[src/rtl/nn_layer_sequencer_pkg.sv]
`default_nettype none
// ============================================================================
// Package     : nn_pkg
// Description : Shared constants for the two-layer network sequencer:
//               layer sizes, default result widths and FSM state encoding.
// Revision    : 1.0 - initial release
// ============================================================================
package nn_pkg;

    // Operand widths of the neuron datapath and fan-in of each layer
    localparam int c_IN_W = 8;
    localparam int c_WT_W = 8;
    localparam int c_M1   = 11;
    localparam int c_M2   = 2;

    // Neuron count per layer
    localparam int c_N1 = 2;
    localparam int c_N2 = 6;

    // Accumulator widths: product width plus growth for M inputs and the bias
    localparam int c_RES_W1 = c_IN_W + c_WT_W + $clog2(c_M1 + 1);
    localparam int c_RES_W2 = c_RES_W1 + c_WT_W + $clog2(c_M2 + 1);

    // Sequencer FSM encoding
    localparam int c_STATE_W = 3;
    typedef logic [c_STATE_W-1:0] state_t;

    localparam state_t c_ST_IDLE     = 3'd0;
    localparam state_t c_ST_L1_ISSUE = 3'd1;
    localparam state_t c_ST_L1_WAIT  = 3'd2;
    localparam state_t c_ST_L2_ISSUE = 3'd3;
    localparam state_t c_ST_L2_WAIT  = 3'd4;
    localparam state_t c_ST_DONE     = 3'd5;

endpackage
`default_nettype wire

[src/rtl/nn_layer_sequencer_if.sv]
`default_nettype none
// ============================================================================
// Interface   : nn_layer_sequencer_if
// Description : Issue/result handshake and layer-2 activation bus between
//               the sequencer (master) and the shared neuron datapath (slave).
// Revision    : 1.0 - initial release
// ============================================================================
interface nn_layer_sequencer_if
    import nn_pkg::*;
#(
    parameter int N1     = c_N1,
    parameter int RES_W1 = c_RES_W1,
    parameter int RES_W2 = c_RES_W2,
    parameter int IDX_W  = 3
);

    logic                 issue;
    logic                 issue_layer;
    logic [IDX_W-1:0]     issue_idx;
    logic                 res_valid;
    logic [RES_W2-1:0]    res_data;
    logic [N1*RES_W1-1:0] act_l2;

    modport master (
        output issue, issue_layer, issue_idx, act_l2,
        input  res_valid, res_data
    );

    modport slave (
        input  issue, issue_layer, issue_idx, act_l2,
        output res_valid, res_data
    );

endinterface
`default_nettype wire

[src/rtl/nn_layer_sequencer_argmax.sv]
`default_nettype none
// ============================================================================
// Module      : nn_argmax_tracker
// Description : Running maximum / argument register pair. i_first forces a
//               load so the first candidate seeds the search; afterwards a
//               candidate wins only if strictly greater, so ties keep the
//               earlier (lower) index.
// Revision    : 1.0 - initial release
// ============================================================================
module nn_argmax_tracker #(
    parameter int VAL_W = 30,
    parameter int IDX_W = 3
) (
    input  wire              clk,
    input  wire              rst,
    input  wire              i_clr,
    input  wire              i_upd,
    input  wire              i_first,
    input  wire [VAL_W-1:0]  i_val,
    input  wire [IDX_W-1:0]  i_idx,
    output logic [VAL_W-1:0] o_max_val,
    output logic [IDX_W-1:0] o_max_idx
);

    logic [VAL_W-1:0] r_max;
    logic [IDX_W-1:0] r_arg;
    logic             w_take;

    assign w_take = i_upd && (i_first || (i_val > r_max));

    // Hold the best value seen so far and the index that produced it
    always_ff @(posedge clk) begin
        if (rst || i_clr) begin
            r_max <= '0;
            r_arg <= '0;
        end else if (w_take) begin
            r_max <= i_val;
            r_arg <= i_idx;
        end
    end

    assign o_max_val = r_max;
    assign o_max_idx = r_arg;

endmodule
`default_nettype wire

[src/rtl/nn_layer_sequencer.sv]
`default_nettype none
// ============================================================================
// Module      : nn_layer_sequencer
// Description : Time-multiplexes one shared neuron datapath over the whole
//               two-layer network: N1 layer-1 evaluations whose results are
//               buffered as the layer-2 activation vector, then N2 layer-2
//               evaluations reduced by a running argmax into class_idx.
//               Optional macro NN_SEQ_WDOG_EN adds a per-evaluation watchdog
//               that aborts the inference (err + done, class unchanged).
// Revision    : 1.0 - initial release
// ============================================================================
module nn_layer_sequencer
    import nn_pkg::*;
#(
    parameter int N1          = c_N1,
    parameter int N2          = c_N2,
    parameter int RES_W1      = c_RES_W1,
    parameter int RES_W2      = c_RES_W2,
    parameter int IDX_W       = 3,
    parameter int WDOG_CYCLES = 64
) (
    input  wire                   clk,
    input  wire                   rst,
    input  wire                   start,
    output logic                  busy,
    nn_layer_sequencer_if.master  dp,
    output logic                  done,
    output logic [IDX_W-1:0]      class_idx,
    output logic [RES_W2-1:0]     class_val,
    output logic                  err
);

    localparam logic [IDX_W-1:0] c_L1_LAST = IDX_W'(N1 - 1);
    localparam logic [IDX_W-1:0] c_L2_LAST = IDX_W'(N2 - 1);
    localparam logic [IDX_W-1:0] c_ONE     = IDX_W'(1);

    // Reject configurations the datapath cannot represent
    generate
        if (RES_W1 > RES_W2) begin : g_bad_res_w
            $error("nn_layer_sequencer: RES_W1 must not exceed RES_W2");
        end
        if (((1 << IDX_W) < N1) || ((1 << IDX_W) < N2) || (WDOG_CYCLES < 2)) begin : g_bad_cfg
            $error("nn_layer_sequencer: IDX_W too narrow or WDOG_CYCLES too small");
        end
    endgenerate

    state_t               r_state;
    state_t               w_state_next;
    logic [IDX_W-1:0]     r_cnt;
    logic [IDX_W-1:0]     r_class_idx;
    logic [RES_W2-1:0]    r_class_val;
    logic                 r_err;
    logic                 w_busy;
    logic                 w_issue;
    logic                 w_issue_layer;
    logic [IDX_W-1:0]     w_issue_idx;
    logic                 w_done;
    logic                 w_in_wait;
    logic                 w_start_acc;
    logic                 w_wdog_expire;
    logic                 w_skip_load;
    logic [RES_W2-1:0]    w_max_val;
    logic [IDX_W-1:0]     w_max_idx;
    wire  [N1*RES_W1-1:0] w_act;

    assign w_in_wait   = (r_state == c_ST_L1_WAIT) || (r_state == c_ST_L2_WAIT);
    assign w_start_acc = (r_state == c_ST_IDLE) && start;

    // State register
    always_ff @(posedge clk) begin
        if (rst) begin
            r_state <= c_ST_IDLE;
        end else begin
            r_state <= w_state_next;
        end
    end

    // Next-state decode
    always_comb begin
        w_state_next = r_state;
        case (r_state)
            c_ST_IDLE:     if (start) w_state_next = c_ST_L1_ISSUE;
            c_ST_L1_ISSUE: w_state_next = c_ST_L1_WAIT;
            c_ST_L1_WAIT: begin
                if (dp.res_valid) begin
                    w_state_next = (r_cnt == c_L1_LAST) ? c_ST_L2_ISSUE : c_ST_L1_ISSUE;
                end else if (w_wdog_expire) begin
                    w_state_next = c_ST_DONE;
                end
            end
            c_ST_L2_ISSUE: w_state_next = c_ST_L2_WAIT;
            c_ST_L2_WAIT: begin
                if (dp.res_valid) begin
                    w_state_next = (r_cnt == c_L2_LAST) ? c_ST_DONE : c_ST_L2_ISSUE;
                end else if (w_wdog_expire) begin
                    w_state_next = c_ST_DONE;
                end
            end
            c_ST_DONE:     w_state_next = c_ST_IDLE;
            default:       w_state_next = c_ST_IDLE;
        endcase
    end

    // Moore outputs decoded from the current state
    always_comb begin
        w_busy        = (r_state != c_ST_IDLE);
        w_issue       = (r_state == c_ST_L1_ISSUE) || (r_state == c_ST_L2_ISSUE);
        w_issue_layer = (r_state == c_ST_L2_ISSUE);
        w_issue_idx   = w_issue ? r_cnt : '0;
        w_done        = (r_state == c_ST_DONE);
    end

    // Neuron counter, sticky error and published class result
    always_ff @(posedge clk) begin
        if (rst) begin
            r_cnt       <= '0;
            r_err       <= 1'b0;
            r_class_idx <= '0;
            r_class_val <= '0;
        end else begin
            case (r_state)
                c_ST_IDLE: begin
                    if (start) begin
                        r_cnt <= '0;
                        r_err <= 1'b0;
                    end
                end
                c_ST_L1_WAIT: begin
                    if (dp.res_valid) begin
                        r_cnt <= (r_cnt == c_L1_LAST) ? '0 : r_cnt + c_ONE;
                    end
                end
                c_ST_L2_WAIT: begin
                    if (dp.res_valid && (r_cnt != c_L2_LAST)) begin
                        r_cnt <= r_cnt + c_ONE;
                    end
                end
                c_ST_DONE: begin
                    if (!w_skip_load) begin
                        r_class_idx <= w_max_idx;
                        r_class_val <= w_max_val;
                    end
                end
                default: ;
            endcase
            // A result strobe outside a wait window is a protocol error
            if ((dp.res_valid && !w_in_wait) || w_wdog_expire) begin
                r_err <= 1'b1;
            end
        end
    end

    // Layer-1 result buffer, one slot per layer-1 neuron; kept across start
    generate
        for (genvar gi = 0; gi < N1; gi++) begin : g_slot
            logic [RES_W1-1:0] r_slot;

            // Capture the truncated layer-1 result addressed by the counter
            always_ff @(posedge clk) begin
                if (rst) begin
                    r_slot <= '0;
                end else if ((r_state == c_ST_L1_WAIT) && dp.res_valid && (r_cnt == IDX_W'(gi))) begin
                    r_slot <= dp.res_data[RES_W1-1:0];
                end
            end

            assign w_act[gi*RES_W1 +: RES_W1] = r_slot;
        end
    endgenerate

`ifdef NN_SEQ_WDOG_EN
    localparam int c_WD_W = $clog2(WDOG_CYCLES + 1);
    localparam logic [c_WD_W-1:0] c_WD_LAST = c_WD_W'(WDOG_CYCLES - 1);
    localparam logic [c_WD_W-1:0] c_WD_ONE  = c_WD_W'(1);

    logic [c_WD_W-1:0] r_wdog;
    logic              r_timeout;

    // Idle-cycle counter per evaluation; a timeout suppresses the class load
    always_ff @(posedge clk) begin
        if (rst) begin
            r_wdog    <= '0;
            r_timeout <= 1'b0;
        end else begin
            if (w_issue) begin
                r_wdog <= '0;
            end else if (w_in_wait && !dp.res_valid) begin
                r_wdog <= r_wdog + c_WD_ONE;
            end
            if (w_start_acc) begin
                r_timeout <= 1'b0;
            end else if (w_wdog_expire) begin
                r_timeout <= 1'b1;
            end
        end
    end

    assign w_wdog_expire = w_in_wait && !dp.res_valid && (r_wdog == c_WD_LAST);
    assign w_skip_load   = r_timeout;
`else
    assign w_wdog_expire = 1'b0;
    assign w_skip_load   = 1'b0;
`endif

    nn_argmax_tracker #(
        .VAL_W (RES_W2),
        .IDX_W (IDX_W)
    ) u_argmax (
        .clk       (clk),
        .rst       (rst),
        .i_clr     (w_start_acc),
        .i_upd     ((r_state == c_ST_L2_WAIT) && dp.res_valid),
        .i_first   (r_cnt == '0),
        .i_val     (dp.res_data),
        .i_idx     (r_cnt),
        .o_max_val (w_max_val),
        .o_max_idx (w_max_idx)
    );

    assign busy           = w_busy;
    assign done           = w_done;
    assign err            = r_err;
    assign class_idx      = r_class_idx;
    assign class_val      = r_class_val;
    assign dp.issue       = w_issue;
    assign dp.issue_layer = w_issue_layer;
    assign dp.issue_idx   = w_issue_idx;
    assign dp.act_l2      = w_act;

endmodule
`default_nettype wire

[src/flat_wrapper.sv]
// flat-port wrapper written by rule: the top's interface ports become plain ports
module nn_layer_sequencer_flat import nn_pkg::*;
#(
    parameter int N1          = c_N1,
    parameter int N2          = c_N2,
    parameter int RES_W1      = c_RES_W1,
    parameter int RES_W2      = c_RES_W2,
    parameter int IDX_W       = 3,
    parameter int WDOG_CYCLES = 64
)
  (clk, rst, start, busy, done, class_idx, class_val, err, dp_issue, dp_issue_layer, dp_issue_idx, dp_act_l2, dp_res_valid, dp_res_data);
  nn_layer_sequencer_if #(.N1(N1), .RES_W1(RES_W1), .RES_W2(RES_W2), .IDX_W(IDX_W)) dp_i ();
  input  wire clk;
  input  wire rst;
  input  wire start;
  output logic busy;
  output logic done;
  output logic [IDX_W-1:0] class_idx;
  output logic [RES_W2-1:0] class_val;
  output logic err;
  output wire logic [$bits(dp_i.issue)-1:0] dp_issue;
  output wire logic [$bits(dp_i.issue_layer)-1:0] dp_issue_layer;
  output wire logic [$bits(dp_i.issue_idx)-1:0] dp_issue_idx;
  output wire logic [$bits(dp_i.act_l2)-1:0] dp_act_l2;
  input wire logic [$bits(dp_i.res_valid)-1:0] dp_res_valid;
  input wire logic [$bits(dp_i.res_data)-1:0] dp_res_data;
  assign dp_issue = dp_i.issue;
  assign dp_issue_layer = dp_i.issue_layer;
  assign dp_issue_idx = dp_i.issue_idx;
  assign dp_act_l2 = dp_i.act_l2;
  assign dp_i.res_valid = dp_res_valid;
  assign dp_i.res_data = dp_res_data;
  nn_layer_sequencer #(.N1(N1), .N2(N2), .RES_W1(RES_W1), .RES_W2(RES_W2), .IDX_W(IDX_W), .WDOG_CYCLES(WDOG_CYCLES)) u_core (.clk(clk), .rst(rst), .start(start), .busy(busy), .dp(dp_i), .done(done), .class_idx(class_idx), .class_val(class_val), .err(err));
endmodule
[config.mk]
export PLATFORM = sky130hd
export DESIGN_NAME = nn_layer_sequencer_flat
export DESIGN_NICKNAME = d
export VERILOG_FILES = /design/src/rtl/nn_layer_sequencer_pkg.sv /design/src/rtl/nn_layer_sequencer_if.sv /design/src/rtl/nn_layer_sequencer_argmax.sv /design/src/rtl/nn_layer_sequencer.sv /design/src/flat_wrapper.sv
export SDC_FILE = /design/constraint.sdc
export NUM_CORES = 1
export LEC_CHECK = 0
export CAP_MARGIN = 20
export CORE_UTILIZATION = 35
export CTS_CLUSTER_SIZE = 8
export DETAILED_ROUTE_END_ITERATION = 16
export PLACE_DENSITY_LB_ADDON = 0.2
export SLEW_MARGIN = 20
export SYNTH_ARGS = -nofsm -noshare
export SYNTH_HDL_FRONTEND = slang
export SYNTH_SLANG_ARGS = --single-unit
[constraint.sdc]
create_clock -name clk -period 2.5 [get_ports clk]
set_clock_uncertainty 0.2 [all_clocks]
set_input_delay 0.25 -clock clk [delete_from_list [all_inputs] [get_ports clk]]
set_output_delay 0.25 -clock clk [all_outputs]
set_load 0.03 [all_outputs]
# [After elaboration in Yosys (flattened, before gate mapping)]
# Cells that the tools add are included.
[totals] regBits=113 output_inout_bits=81 elab_cells=60
[op_classes] eq_ne=12 mux=15 n_reduce_logical=22 n_addsub=1 n_lt_le_gt_ge=1
[ops] operator="$gt 30x30->1" n=1
[ops] operator="$mux 3" n=9
[ops] operator="$pmux 3 s5" n=1
[ops] operator="$eq 3x3->1 const B" n=3
[ops] operator="$pmux 3 s3" n=1
[ops] operator="$logic_and 1x1->1" n=8
[ops] operator="$ne 2x2->1 const B" n=4
[ops] operator="$eq 3x1->1 const B" n=2
[ops] operator="$eq 3x2->1 const B" n=2
[ops] operator="$logic_not 3->1" n=2
[ops] operator="$reduce_bool 3->1" n=2
[ops] operator="$logic_or 1x1->1" n=4
[ops] operator="$reduce_and 4->1" n=1
[ops] operator="$reduce_bool 2->1" n=2
[ops] operator="$add 3x1->3 const B" n=1
[ops] operator="$mux 1" n=3
[ops] operator="$ne 3x3->1 const B" n=1
[ops] operator="$reduce_and 3->1" n=1
[ops] operator="$mux 2" n=1
[ops] operator="$reduce_and 2->1" n=1
[ops] operator="$logic_not 1->1" n=1

# [Depth between registers and ports, before layout]
# Gate-level depths: netlist of the first run.
[depth] word_depth=6 depth_mapped=9 mapped_depth_nobuf=8

# [By module]
# From an unflattened synthesis of the first run, not the netlist that was laid out.
[unflattened] cells_unflattened=645 area_unflattened_um2=5303.8
[modules_own_cells] module="nn_layer_sequencer" n_inst=1 seq_area_each_um2=1601.5 area_per_inst_um2=3040.4 cells_per_inst=385
[modules_own_cells] module="nn_argmax_tracker" n_inst=1 seq_area_each_um2=660.6 area_per_inst_um2=2263.4 cells_per_inst=260

# [Least setup slack after synthesis of the first run]
# OpenSTA, ideal clock, no wires.
[synth_path] path_kind="register to register" startpoint="reg u_core.u_argmax.r_max[29] (netlist: u_core.u_argmax.o_max_val[29])" endpoint="reg u_core.u_argmax.r_arg[1] (netlist: u_core.u_argmax.o_max_idx[1])" arrival_time_ps=2248 t_required_ps=2182 stages_incl_launch_ff=10 n_path_buf=1 slack_ps=-66 setup_time_ps=118 path_cell_list="dfxtp_1 inv_1 ha_1 nand4_2 or4_4 a2bb2oi_1 a211o_2 buf_2 nand3_1 a21boi_2"
[synth_via] elab_chain_cells=3
[synth_rtl] element="start: declaration" line_no="nn_layer_sequencer_argmax.sv:25" source="logic [VAL_W-1:0] r_max;"
[synth_rtl] element="start signal: assignment" line_no="nn_layer_sequencer_argmax.sv:37" source="r_max <= i_val;"
[synth_rtl] element="$gt 30x30->1" line_no="nn_layer_sequencer_argmax.sv:29" source="assign w_take = i_upd && (i_first || (i_val > r_max));"
[synth_rtl] element="$logic_or 1x1->1" line_no="nn_layer_sequencer_argmax.sv:29"
[synth_rtl] element="$logic_and 1x1->1" line_no="nn_layer_sequencer_argmax.sv:29"
[synth_rtl] element="end signal: assignment" line_no="nn_layer_sequencer_argmax.sv:38" source="r_arg <= i_idx;"
[synth_rtl] element="end: declaration" line_no="nn_layer_sequencer_argmax.sv:26" source="logic [IDX_W-1:0] r_arg;"
# No other way between the ends.
# A chain may end at the register's enable or synchronous reset.

# [Worst setup path in the final report of the first run]
[layout_path] startpoint="in dp_res_data[21]" endpoint="reg u_core.u_argmax.r_max[19] (netlist: u_core.u_argmax.o_max_val[19])"
[layout_via] elab_chain_cells=3
[layout_rtl] element="start: declaration" line_no="flat_wrapper.sv:26" source="input wire logic [$bits(dp_i.res_data)-1:0] dp_res_data;"
[layout_rtl] element="$gt 30x30->1" line_no="nn_layer_sequencer_argmax.sv:29"
[layout_rtl] element="$logic_or 1x1->1" line_no="nn_layer_sequencer_argmax.sv:29"
[layout_rtl] element="$logic_and 1x1->1" line_no="nn_layer_sequencer_argmax.sv:29"
# No other way between the ends.

==> summary.md, run 1 <==
| Metric | Value |
|---|---|
| Nets | `876` |
| Antenna Nets Post-Route | `0` |
| CTS clk-pin slew, worst paths | `50 ps` |
| Slack of the critical path | `-144 ps` |
| Placed insts | `960` |
| Fin. max-slew vios | `0` |
| Final Cycle Share | `106%` |
| CTS Sinks | `113` |
| Total number of vias | `5090` |
| Core area | `14600 um^2` |
| Endpoint type of the worst setup path | `register` |
| Run status | `complete, but fails checks` |
| Slew @ Worst Pin | `542 ps` |
| Post-DP HPWL | `10900 um` |
| Post-synth EDFFs | `0` |
| Worst-skew pair later-pin latency | `420 ps` |
| Sequential share of the synthesized area | `43.0%` |
| Cts bufs inserted | `17` |
| Failing checks | `negative setup slack` |
| DR pass1 iterations | `4` |
| Gr usage total | `20.8%` |
| Worst Hold Class | `input port to register` |
| Initial antenna violation count | `0` |
| Residual DRC | `0` |
| Mapped Area | `5260 um^2` |
| Row count | `44` |
| Total grt overflow | `0` |
| Max_slew headroom | `63.9%` |
| Clock Path Buffers | `2` |
| Largest cells by area after synthesis | `dfxtp_1 43%, nand2_1 11%, a21oi_1 8.3%, ha_1 7.9%, a21boi_2 6.4%` |
| Ys async rst share | `0%` |
| Post-synthesis area per instance | `8.26 um^2` |
| Initial Utilization | `36.0%` |
| Internal | `3.78 mW` |
| Worst EP arrival | `2790 ps` |
| TritonCTS clock tree | `built` |
| Drt wl/cell | `16.0 um` |
| Pre-CTS setup slack | `-476 ps` |
| CTS root buffer | `clkbuf_16` |
| Comb pwr share | `9.4%` |
| Avg Vias per Cell | `5.06` |
| RePlAce Congestion | `0.812` |
| Crit Path Category | `input port to register` |
| Number of DRC markers in iteration 0 | `196` |
| Clock network power share | `52.9%` |
| Cell leakage power | `2.92 nW` |
| Synthesis warning total | `0` |
| Hold_buf cts | `0` |
| Worst EP required | `2640 ps` |
| Worst VDD drop | `0.477 mV` |
| Final Hold Viols | `0` |
| Yosys cell types | `44` |
| Synth Register Bits | `113` |
| Max Cap Viol | `0` |
| Mapped Nets | `703` |
| # diodes | `0` |
| First-pass GRT wire length | `25800 um` |
| Vias in the first global route | `5170` |
| Die Ht | `125 um` |
| Design area | `8240 um^2` |
| Non-filler cells in the finished layout | `1006` |
| CP Launch Type | `input port` |
| Die area | `15500 um^2` |
| RSZ-0062 raised after global routing | `true` |
| Final worst path period need | `2640 ps` |
| CP Max Fanout | `8` |
| H-Tree Depth | `4` |
| Die W | `125 um` |
| Leading area contributor after synthesis | `dfxtp_1` |
| Share of cells above drive strength 1 | `26.6%` |
| Area grow syn2layout | `56.8%` |
| Post-Syn Instances | `636` |
| Largest net degree at the start of global routing | `52` |
| Final WL | `16100 um` |
| I/O Pins | `115` |
| Switch share | `22.3%` |
| Register share of total power | `37.7%` |
| Placed standard-cell area | `6990 um^2` |
| Port buffer count | `114` |
| Final Setup Violations | `33` |
| Yosys top cell area share | `43.0%` |
| Power Dens Cells | `590 nW/um^2` |
| Final core occ | `56.5%` |
| NetSw | `1.08 mW` |
| Fmax | `378 MHz` |
| Most used DFF post-synth | `dfxtp_1` |
[cell type report]
class,instances,area [um^2]
fillers,1271,6350
multi-input cells,444,3030
flip-flops and latches,113,2280
repair buffers,196,1940
clock buffers,23,478
well taps,184,230
clock inverters,9,154
inverters,37,139
[power groups by stage]
| stage | sequential, mW | combinational [mW] | clock, mW |
|---|---|---|---|
| floorplan | 1.90 | 0.187 | 0 |
| global placement | 1.87 | 0.414 | 0 |
| detailed placement | 1.87 | 0.418 | 0 |
| CTS | 1.83 | 0.445 | 2.62 |
| global route | 1.84 | 0.493 | 2.73 |
| finish | 1.83 | 0.455 | 2.57 |
[metrics by stage]
step / setup TNS, ps / total power [mW] / hold WS (ps)
finish: -3340 / 4.86 / 89.9
global route: -5280 / 5.05 / 123
CTS: -501 / 4.90 / 86.4
detailed placement: -14270 / 2.29 / 246
global placement: -13370 / 2.28 / 245
floorplan: 0 / 2.08 / 186
[critical path, stage by stage]
cell             delay [ps]
clkdlybuf4s50_1         500
ha_4                    320
nand4_1                 100
or4_4                   550
a2111oi_4               260
o41a_1                  270
buf_4                   160
clkbuf_16               170
o21ai_2                  80
a21boi_2                120
[flip-flops by register name, indices dropped and copies added (netlist names)]
name                       flops
u_core.class_idx               3
u_core.r_cnt                   3
u_core.class_val              30
u_core.u_argmax.o_max_idx      3
u_core.err                     1
u_core.r_state                 3
u_core.g_slot.r_slot          40
u_core.u_argmax.o_max_val     30
[worst paths after layout]
kind                                               startpoint                            end  slack [ps]  cells after the start
worst max-delay path                          dp_res_data[21]  u_core.u_argmax.o_max_val[19]        -140                     10
worst max register to register  u_core.u_argmax.o_max_val[25]  u_core.u_argmax.o_max_val[19]        -140                     10
worst min-delay path                                      rst              u_core.r_state[1]          90                      2
worst min register to register            u_core.class_val[7]            u_core.class_val[7]         250                      2
[cell usage in the layout, fill, tap and decap left out, types with 3 or more instances in the layout]
master,Yosys,routed
dlymetal6s2s_1,0,5
buf_4,0,68
and2_1,4,4
inv_2,0,6
ha_1,33,25
nand2_1,158,156
nand3_2,0,8
inv_1,36,30
clkdlybuf4s50_1,0,106
dfxtp_1,113,101
o21ai_4,0,10
nand3_1,36,28
nor2_1,10,10
bufinv_16,0,4
a21boi_2,30,30
buf_12,0,5
buf_6,4,3
nor2b_1,4,3
nand4_1,7,7
clkbuf_8,0,3
clkbuf_1,32,3
nor3_1,5,4
clkbuf_16,0,20
o21ai_1,29,6
ha_4,0,8
a21boi_0,5,3
dfxtp_2,0,12
o21ai_2,1,17
a21o_1,3,3
a21oi_1,87,85
[metal layers]
layer | routed length (um) | track usage [%] | up-vias
li1 | - | - | 2507
met1 | 7240 | 26.1 | 2446
met2 | 7730 | 33.9 | 115
met3 | 864 | 6.23 | 22
met4 | 296 | 6.95 | 0
met5 | 0 | 0 | -
[synthesized netlist by cell type, drive strengths merged (3+ instances only)]
cell type / n
nand2: 158
a21oi: 87
clkbuf: 32
o21ai: 34
and2: 4
nor2b: 4
nor3: 5
nand3: 36
a21o: 3
nand4: 8
nor2: 10
inv: 36
ha: 33
dfxtp: 113
buf: 10
a21boi: 35
[cells by family after synthesis]
| kind of cell | Yosys count | synth area share (%) |
|---|---|---|
| and+or+nand+nor | 233 | 19.2 |
| adders and majority gates | 33 | 7.86 |
| AOI/OAI and AO/OA | 174 | 22.8 |
| DFF | 113 | 43.0 |
| buffers and inverters | 79 | 6.36 |
| muxes | 2 | 0.381 |
| xor gates and xnor gates | 2 | 0.333 |
[timing repair]
| action | CTS | global route |
|---|---|---|
| pin swaps | 17 | 13 |
| setup buffers | 5 | 4 |
| resized for setup | 62 | 43 |
| gates cloned | 2 | 4 |
| endpoints found under the setup margin | 34 | 38 |
No activity file was read; power rests on OpenSTA's default activity.
==> run 2, diff against run 1 <==
--- a/config.mk
+++ b/config.mk
@@ -9,7 +9,6 @@
 export CORE_UTILIZATION = 35
 export CTS_CLUSTER_SIZE = 8
 export DETAILED_ROUTE_END_ITERATION = 16
-export PLACE_DENSITY_LB_ADDON = 0.2
 export SLEW_MARGIN = 20
 export SYNTH_ARGS = -nofsm -noshare
 export SYNTH_HDL_FRONTEND = slang
==> summary.md, run 2 (synthesis results as in run 1) <==
| Metric | Value |
|---|---|
| Max FFs per register | `40` |
| FF-to-FF setup slack | `-60 ps` |
| Pwr Total | `4.53 mW` |
| CP endpoint | `u_core.u_argmax.o_max_val[20]` |
| DR pass1 iterations | `6` |
| Max Cap Viol | `0` |
| CTS clk-pin slew, worst paths | `60 ps` |
| RePlAce Congestion | `0.850` |
| Worst Hold Class | `input port to register` |
| Slew @ Worst Pin | `528 ps` |
| I/O Pins | `115` |
| Port buffer count | `114` |
| Die W | `125 um` |
| # diodes | `0` |
| Final WL | `15500 um` |
| Drt wl/cell | `15.5 um` |
| Reg with most FFs | `u_core.g_slot.r_slot` |
| Reg2reg end | `u_core.u_argmax.o_max_val[20]` |
| Non-filler cells in the finished layout | `1001` |
| Number of DRC markers in iteration 0 | `236` |
| Worst EP arrival | `2710 ps` |
| Avg Vias per Cell | `5.07` |
| CP Launch Point | `u_core.u_argmax.o_max_val[21]` |
| Placed insts | `961` |
| H-Tree Depth | `4` |
| Fmax | `391 MHz` |
| Die area | `15500 um^2` |
| Power Dens Cells | `580 nW/um^2` |
| Commonest non-fill, non-tap cells in the layout | `158 x nand2_1, 109 x clkdlybuf4s50_1, 108 x dfxtp_1, 86 x a21oi_1, 67 x buf_4` |
| Initial Utilization | `36.0%` |
| Cell leakage power | `2.76 nW` |
| Hold_buf cts | `0` |
| Failing checks | `negative setup slack` |
| Hold_ws | `130 ps` |
| Total number of vias | `5074` |
| TritonCTS clock tree | `built` |
| Crit Path Category | `register to register` |
| First-pass GRT wire length | `25500 um` |
| Worst reg2reg path startpoint | `u_core.u_argmax.o_max_val[21]` |
| Fin. max-slew vios | `0` |
| Commonest non-fill, non-tap cell in the layout | `nand2_1` |
| Row count | `44` |
| Storage cell area | `2270 um^2` |
| Fillcell total | `1319` |
| Worst EP required | `2650 ps` |
| CP Launch Type | `register` |
| Antenna Nets Post-Route | `0` |
| Area of the multi-input gates | `2830 um^2` |
| Vias in the first global route | `5211` |
| Pre-CTS setup slack | `-504 ps` |
| Core area | `14600 um^2` |
| Final Setup Violations | `33` |
| Final worst path period need | `2560 ps` |
| Endpoint type of the worst setup path | `register` |
| Cts bufs inserted | `17` |
| Initial antenna violation count | `0` |
| Post-DP HPWL | `11100 um` |
| CTS root buffer | `clkbuf_16` |
| Setup_tns | `-1180 ps` |
| Clock Path Buffers | `2` |
| Die Ht | `125 um` |
| RSZ-0062 raised after global routing | `true` |
| Final Cycle Share | `102%` |
| Area grow syn2layout | `48.6%` |
| Run status | `complete, but fails checks` |
| Residual DRC | `0` |
| CP Max Fanout | `15` |
| Share of cells above drive strength 1 | `22.4%` |
| Worst VDD drop | `0.399 mV` |
| Final Hold Viols | `0` |
| Max_slew headroom | `64.8%` |
| Largest net degree at the start of global routing | `52` |
| Nets | `871` |
| Gr usage total | `20.5%` |
| Slack of the critical path | `-60.8 ps` |
| Total grt overflow | `0` |
| Cells on worst reg2reg path | `9` |
| CTS Sinks | `113` |
| Worst-skew pair later-pin latency | `420 ps` |
## run 2: cell count changes in the layout (fill, tap and decap cells not counted), moves of 4 or more
cell,previous run,this run
o21ai_4,10,0
dfxtp_1,101,108
o21ai_2,17,9
o21ai_1,6,25
dfxtp_2,12,5
buf_6,3,7
## run 2: final cells by class
cell class                      count  area share (%)
Clock buffer                       19            5.67
Clock inverter                     13            1.44
Inverter                           37            1.78
Multi-Input combinational cell    444            36.3
Sequential cell                   113            29.0
Tap cell                          184            2.95
Timing Repair Buffer              191            22.8
## run 2: power breakdown
part | leakage [nW] | switching, mW | internal (mW) | total [mW]
sequential | 0.914 | 0.0122 | 1.82 | 1.83
clock | 0.269 | 0.871 | 1.39 | 2.26
combinational | 1.58 | 0.229 | 0.211 | 0.440
total | 2.76 | 1.11 | 3.42 | 4.53
## run 2: timing repair
action	CTS	global route
cloned	2	0
pin swaps	2	1
resized for setup	30	25
setup endpoints to repair	33	37
buffers inserted	4	2
## run 2: critical path, cell delays in order (launching register included)
cell,delay [ps]
dfxtp_2,330
inv_2,40
ha_4,260
nand4_1,90
or4_4,570
a2bb2oi_1,200
a211oi_4,310
buf_6,230
o21ai_1,120
a21boi_2,130
## run 2: worst min-delay path by stage
stage               cells past startpoint                     endpoint  slack, ps                        start
floorplan                               2   u_core.g_slot[0].r_slot[0]        190               dp_res_data[0]
global placement                        2  u_core.g_slot[0].r_slot[13]        240  u_core.g_slot[0].r_slot[13]
detailed placement                      2         u_core.class_val[19]        250         u_core.class_val[19]
CTS                                     3            u_core.r_state[1]        130                          rst
global route                            3            u_core.r_state[1]        140                          rst
finish                                  3            u_core.r_state[2]        130                          rst
## run 2: stage by stage
| step | cell area (um^2) | util, % |
|---|---|---|
| floorplan | 5260 | - |
| global placement | 6980 | 47.9 |
| detailed placement | 6980 | 47.9 |
| CTS | 7690 | 52.7 |
| global route | 7810 | 53.5 |
| finish | 7810 | 53.5 |
## run 2: metal layers
metal / up-vias / wire [um] / GRT usage (%)
li1: 2507 / - / -
met1: 2420 / 7110 / 25.5
met2: 130 / 7440 / 34.0
met3: 17 / 742 / 5.24
met4: 0 / 176 / 7.51
met5: - / 0 / 0
==> run 3, diff against run 2 <==
--- a/config.mk
+++ b/config.mk
@@ -5,11 +5,10 @@
 export SDC_FILE = /design/constraint.sdc
 export NUM_CORES = 1
 export LEC_CHECK = 0
-export CAP_MARGIN = 20
+export ABC_CLOCK_PERIOD_IN_PS = 2500
 export CORE_UTILIZATION = 35
 export CTS_CLUSTER_SIZE = 8
 export DETAILED_ROUTE_END_ITERATION = 16
-export SLEW_MARGIN = 20
 export SYNTH_ARGS = -nofsm -noshare
 export SYNTH_HDL_FRONTEND = slang
 export SYNTH_SLANG_ARGS = --single-unit
==> results of run 3 <==
Same layout as run 2: the final DEF is identical, and so are final timing and power.
==> patch 1 (config.mk and constraints of run 1) <==
Set the package constant `c_WT_W` to 9 (it was 8).
--- a/src/rtl/nn_layer_sequencer_pkg.sv
+++ b/src/rtl/nn_layer_sequencer_pkg.sv
@@ -10,5 +10,5 @@
     // Operand widths of the neuron datapath and fan-in of each layer
     localparam int c_IN_W = 8;
-    localparam int c_WT_W = 8;
+    localparam int c_WT_W = 9;
     localparam int c_M1   = 11;
     localparam int c_M2   = 2;
Interface: changed (resized class_val, dp_act_l2 and dp_res_data); port bits go from 115 to 121. No check against the original RTL was run, so the function may have changed too.
==> patch 1 against run 1 <==
The run still ends with negative setup slack left; power shrank 2.0%; non-clock buffer count rose by 21; final area up 2.6%; clock power down 8.2%; setup slack improved by 0.13 ns; sequential cell count increased by 6; die area grew 1.9%; maximum frequency up 5.3%; wire length up 7.3%; via count is 5.5% higher; synthesized area up 1.9%; combinational power increased by 4.4%; highest routed layer unchanged.
==> patch 1: results (changes against run 1) <==
- VDD IR max: 435 µV (was 477 µV)
- Final Setup Violations: 6 (was 33)
- Final WS setup: -0.0119 ns (was -0.144 ns)
- CTS max path bufs: 2 (unchanged)
- Placed Instances: 1,010 (was 960)
- Largest net degree at the start of global routing: 44 (was 52)
- CTS Buf Count: 17 (unchanged)
- Hold/Removal Path Class: input pin to flop (unchanged)
- Delay-heaviest family, CP: buffers and inverters (unchanged)
- Register area share after synthesis: 0.445 (was 0.430)
- Clock transition at path regs: 0.06 ns
- Status: finished with violations (unchanged)
- Ys flop type: dfxtp_1 (unchanged)
- Vias in the first global route: 5,442 (was 5,170)
- Drt pass-1 iters: 4 (unchanged)
- Leakage: 3.00 nW (was 2.92 nW)
- Count of cell types in the netlist: 47 (was 44)
- Nets@finish: 933 (was 876)
- Initial antenna violation count: 0 (unchanged)
- Grt met1 use: 0.270 (was 0.261)
- WL final: 17,300 µm (was 16,100 µm)
- DR WL/cell: 16.4 µm (was 16.0 µm)
- First-pass GRT wire length: 27,400 µm (was 25,800 µm)
- Clk_lat worst skew: 0.42 ns (about the same)
- CTS root buffer: clkbuf_16 (unchanged)
- Mapped Nets: 739 (was 703)
- GR Layer Usage met3: 0.0493 (was 0.0623)
- CP peak stage delay: 0.56 ns
- Dpl hpwl: 11,700 µm (was 10,900 µm)
- Commonest cells in the netlist: nand2_1, dfxtp_1, a21oi_1, inv_1, nand3_1 (unchanged)
- Failing checks: negative setup slack (unchanged)
- Most flops, register: u_core.g_slot.r_slot (unchanged)
- Max reg flops: 42 (was 40)
- Post-Place Setup Slack: -0.426 ns (was -0.476 ns)
- Global routing met2 resource utilization: 0.381 (was 0.339)
- Syn. warnings: 0 (unchanged)
- H-tree level count: 4 (unchanged)
- P_int: 3.63 mW (was 3.78 mW)
- Layout cell share with drive strength beyond 1: 0.227 (was 0.266)
- Post-synth ARST share: 0 (unchanged)
- Fillers: 1,322 (was 1,271)
- GRT Total Usage: 0.221 (was 0.208)
- Vias post-DR: 5,368 (was 5,090)
- Crit path max fanout: 5 (was 8)
- DR iter-0 viols: 281 (was 196)
- CP arrival: 2.64 ns (was 2.79 ns)
- Least-Margin Pin Slew: 0.448 ns (was 0.542 ns)
- Cell area after placement: 7310 µm² (was 6990 µm²)
- # diodes: 0 (unchanged)
- Mapped Cells: 668 (was 636)
- Crit path max-delay cell type: or4_4 (unchanged)
- GP Congestion: 0.851 (was 0.812)
- Port bufs: 120 (was 114)
- Main area contributors after synthesis: dfxtp_1, nand2_1, a21oi_1 (unchanged)
[patch 1: worst reg2reg max path, cell delays in order, from the launching register on]
cell,delay (ns)
dfxtp_2,0.33
inv_2,0.04
ha_4,0.25
nand4_1,0.17
or4_4,0.54
a211oi_4,0.21
o31a_4,0.20
buf_12,0.13
buf_12,0.12
o21ai_1,0.06
a21boi_1,0.17
[patch 1: cell type report]
class,instances,share of cell area
Multi-Input combinational cell,468,0.353
Sequential cell,119,0.284
Timing Repair Buffer,217,0.252
Clock buffer,20,0.0540
Tap cell,184,0.0272
Inverter,39,0.0173
Clock inverter,10,0.0124
[patch 1: per-layer routing]
| metal | vias up | wire length [µm] |
|---|---|---|
| li1 | 2651 | - |
| met1 | 2551 | 7670 |
| met2 | 144 | 8460 |
| met3 | 22 | 827 |
| met4 | 0 | 367 |
| met5 | - | 0 |
[patch 1: kinds of logic (layout without fill, tap and decap cells)]
logic type      after synthesis  after routing  share of synthesized area
compound gates              187            187                      0.208
xor+xnor                      2              2                    0.00327
fa+ha+maj                    35             35                     0.0818
buf+inv                      81            286                     0.0624
flops                       119            119                      0.445
mux                           2              2                    0.00374
simple gates                242            242                      0.196
[patch 1: path summary, 6_finish.rpt]
check	from	endpoint	slack, ns	cells past startpoint
setup / recovery	dp_res_data[31]	u_core.u_argmax.o_max_val[30]	-0.01	10
hold / removal	dp_res_data[22]	u_core.u_argmax.o_max_val[22]	0.03	3
setup reg to reg	u_core.u_argmax.o_max_val[27]	u_core.u_argmax.o_max_val[30]	-0.01	10
hold reg to reg	u_core.class_val[2]	u_core.class_val[2]	0.25	2
[patch 1: power groups by stage]
| stage | Sequential, mW | Combinational [mW] | Clock, mW |
|---|---|---|---|
| 3_5_place_dp | 1.97 | 0.433 | 0 |
| 6_report | 1.93 | 0.475 | 2.36 |
| 4_1_cts | 1.93 | 0.454 | 2.40 |
| 5_1_grt | 1.93 | 0.516 | 2.47 |
| 3_3_place_gp | 1.97 | 0.424 | 0 |
| 2_1_floorplan | 2.00 | 0.182 | 0 |
[patch 1: metrics by stage]
stage | TNS, ns | utilization | total power [mW]
2_1_floorplan | 0 | - | 2.18
3_3_place_gp | -11.24 | 0.495 | 2.40
3_5_place_dp | -13.90 | 0.495 | 2.41
4_1_cts | -0.123 | 0.549 | 4.78
5_1_grt | -2.18 | 0.573 | 4.92
6_report | -0.0334 | 0.573 | 4.77
[patch 1: repair_timing]
| item | 4_1_cts | 5_1_grt |
|---|---|---|
| gates resized for setup | 49 | 56 |
| pin swaps | 6 | 29 |
| hold buffers | 1 | 1 |
| endpoints found under the hold margin | 1 | 1 |
| endpoints found under the setup margin | 35 | 36 |
| cloned | 1 | 3 |
| setup buffers | 6 | 6 |
==> patch 2 (settings of run 1) <==
Made on the original files. Add an input register stage for `start`, cleared by the reset; this delays it by one clock. The other inputs are not delayed to match.
--- a/src/rtl/nn_layer_sequencer.sv
+++ b/src/rtl/nn_layer_sequencer.sv
@@ -35,4 +35,14 @@
     localparam logic [IDX_W-1:0] c_ONE     = IDX_W'(1);
 
+    logic start_q;
+
+    always_ff @(posedge clk) begin
+        if (rst) begin
+            start_q <= '0;
+        end else begin
+            start_q <= start;
+        end
+    end
+
     // Reject configurations the datapath cannot represent
     generate
@@ -65,5 +75,5 @@
 
     assign w_in_wait   = (r_state == c_ST_L1_WAIT) || (r_state == c_ST_L2_WAIT);
-    assign w_start_acc = (r_state == c_ST_IDLE) && start;
+    assign w_start_acc = (r_state == c_ST_IDLE) && start_q;
 
     // State register
@@ -80,5 +90,5 @@
         w_state_next = r_state;
         case (r_state)
-            c_ST_IDLE:     if (start) w_state_next = c_ST_L1_ISSUE;
+            c_ST_IDLE:     if (start_q) w_state_next = c_ST_L1_ISSUE;
             c_ST_L1_ISSUE: w_state_next = c_ST_L1_WAIT;
             c_ST_L1_WAIT: begin
@@ -121,5 +131,5 @@
             case (r_state)
                 c_ST_IDLE: begin
-                    if (start) begin
+                    if (start_q) begin
                         r_cnt <= '0;
                         r_err <= 1'b0;
Formal check against the unedited RTL: not equivalent (Yosys sat finds a counterexample within 4 cycles, from zero or initial values and one cycle with rst high).
==> patch 2 against run 1 <==
The run still ends with negative setup slack left; register-to-register slack improved by 0.03 ns; setup slack improved by 0.011 ns; sequential cell count increased by 1; power decreased by 5.7%; clock power decreased by 9.7%; wire length increased by 2.1%; synthesized area about the same; synthesized cell count increased by 1.1%; critical path type unchanged; final area decreased by 3.0%.
==> patch 2: results (changes against run 1) <==
- Vias per cell: 5.17 (was 5.06)
- Leakage: 2.82 nW (was 2.92 nW)
- GRT Total Usage: 0.211 (was 0.208)
- First-pass GRT wire length: 26,000 µm (was 25,800 µm)
- Dpl hpwl: 10,900 µm (about the same)
- Global routing met2 resource utilization: 0.354 (was 0.339)
- Vias in the first global route: 5,120 (was 5,170)
- Relative slew slack: 0.591 (was 0.639)
- Status: finished with violations (unchanged)
- Largest net degree at the start of global routing: 79 (was 52)
- Crit path max fanout: 7 (was 8)
- GP Congestion: 0.826 (was 0.812)
- Port bufs: 114 (unchanged)
- CTS max path bufs: 2 (unchanged)
- Final WS setup: -0.134 ns (was -0.144 ns)
- Grt met1 use: 0.270 (was 0.261)
- VDD IR max: 472 µV (was 477 µV)
- FF-to-FF Start: u_core.u_argmax.o_max_val[22] (was u_core.u_argmax.o_max_val[25])
- GR Layer Usage met3: 0.0541 (was 0.0623)
- Mapped Nets: 710 (was 703)
- Placed Instances: 965 (was 960)
- Critical path origin: dp_res_data[26] (was dp_res_data[21])
- DR WL/cell: 16.3 µm (was 16.0 µm)
- DR iter-0 viols: 249 (was 196)
- Mapped Cells: 643 (was 636)
- TNS Setup: -2.95 ns (was -3.34 ns)
- Count of cell types in the netlist: 45 (was 44)
- Main area contributors after synthesis: dfxtp_1, nand2_1, a21oi_1 (unchanged)
- Non-Filler Instances: 1,011 (was 1,006)
- Final Setup Violations: 33 (unchanged)
- Reg2reg setup slack: -0.11 ns (was -0.14 ns)
- Failing checks: negative setup slack (unchanged)
- Layout cell share with drive strength beyond 1: 0.227 (was 0.266)
- Commonest cells in the netlist: nand2_1, dfxtp_1, a21oi_1, inv_1, nand3_1 (unchanged)
- Register area share after synthesis: 0.434 (was 0.430)
- Nets@finish: 881 (was 876)
- Drt pass-1 iters: 5 (was 4)
==> patch 2: cell count changes in the layout (fill, tap and decap cells not counted), moves of 4 or more <==
cell,before,now
a21boi_1,2,18
a21boi_2,30,15
buf_6,3,10
o21ai_1,6,12
buf_4,68,63
o21ai_4,10,5
clkdlybuf4s50_1,106,110
==> patch 2: cells by family (layout without fill, tap and decap cells) <==
family	count (synthesis)	after routing	share of synthesized area
AOI/OAI and AO/OA	180	180	0.220
xor gates and xnor gates	2	2	0.00333
adders and majority gates	33	33	0.0785
buffers and inverters	80	264	0.0680
DFF	114	114	0.434
muxes	2	2	0.00381
and+or+nand+nor	232	232	0.193
==> patch 2: final cells by class <==
class	count	area [µm²]
Clock inverter	3	42.5
Clock buffer	29	531
Fill cell	1315	6600
Inverter	38	143
Timing Repair Buffer	194	1850
Tap cell	184	230
Sequential cell	114	2300
Multi-Input combinational cell	449	2900
==> patch 2: worst min path at each step <==
stage,cells after the start,to,start,slack (ns)
floorplan,1,u_core.start_q,start,0.18
global placement,2,u_core.g_slot[0].r_slot[5],u_core.g_slot[0].r_slot[5],0.25
detailed placement,2,u_core.g_slot[0].r_slot[2],u_core.g_slot[0].r_slot[2],0.25
CTS,2,u_core.start_q,start,0.18
global route,3,u_core.u_argmax.o_max_val[27],dp_res_data[27],0.002
finish,3,u_core.u_argmax.o_max_val[27],dp_res_data[27],0.004
==> patch 2: per-stage QoR <==
stage	utilization	setup slack [ns]	instance area (µm²)
2_1_floorplan	-	0.0409	5270
3_3_place_gp	0.476	-0.391	6950
3_5_place_dp	0.476	-0.552	6950
4_1_cts	0.530	-0.178	7730
5_1_grt	0.548	-0.238	7990
6_report	0.548	-0.134	7990
==> patch 2: per-layer routing <==
layer  up-vias  share of wire
met1      2538           0.45
li1       2529              -
met4         0         0.0058
met5         -              0
met3         8          0.055
met2       155           0.49
==> patch 2: worst register-to-register path, cell delays in order (launching register included) <==
cell and delay [ns]:
dfxtp_2 0.34, inv_1 0.05, ha_1 0.27, nand2_1 0.07
or4_4 0.57, a2111oi_4 0.24, o41a_1 0.30, buf_6 0.14
buf_8 0.13, o21ai_1 0.08, a21boi_1 0.14
==> patch 2: report_power, final <==
part / internal, mW / total, mW / switching, mW
combinational: 0.198 / 0.414 / 0.216
clock: 1.52 / 2.32 / 0.798
sequential: 1.84 / 1.85 / 0.0148
total: 3.56 / 4.59 / 1.03
==> patch 2: timing repair <==
action / in CTS / in global routing
cloned: 4 / 2
gates resized for setup: 49 / 44
endpoints found under the hold margin: 1 / 0
setup endpoints to repair: 38 / 34
hold buffers: 1 / 0
buffers inserted: 6 / 4
pin swaps: 27 / 21
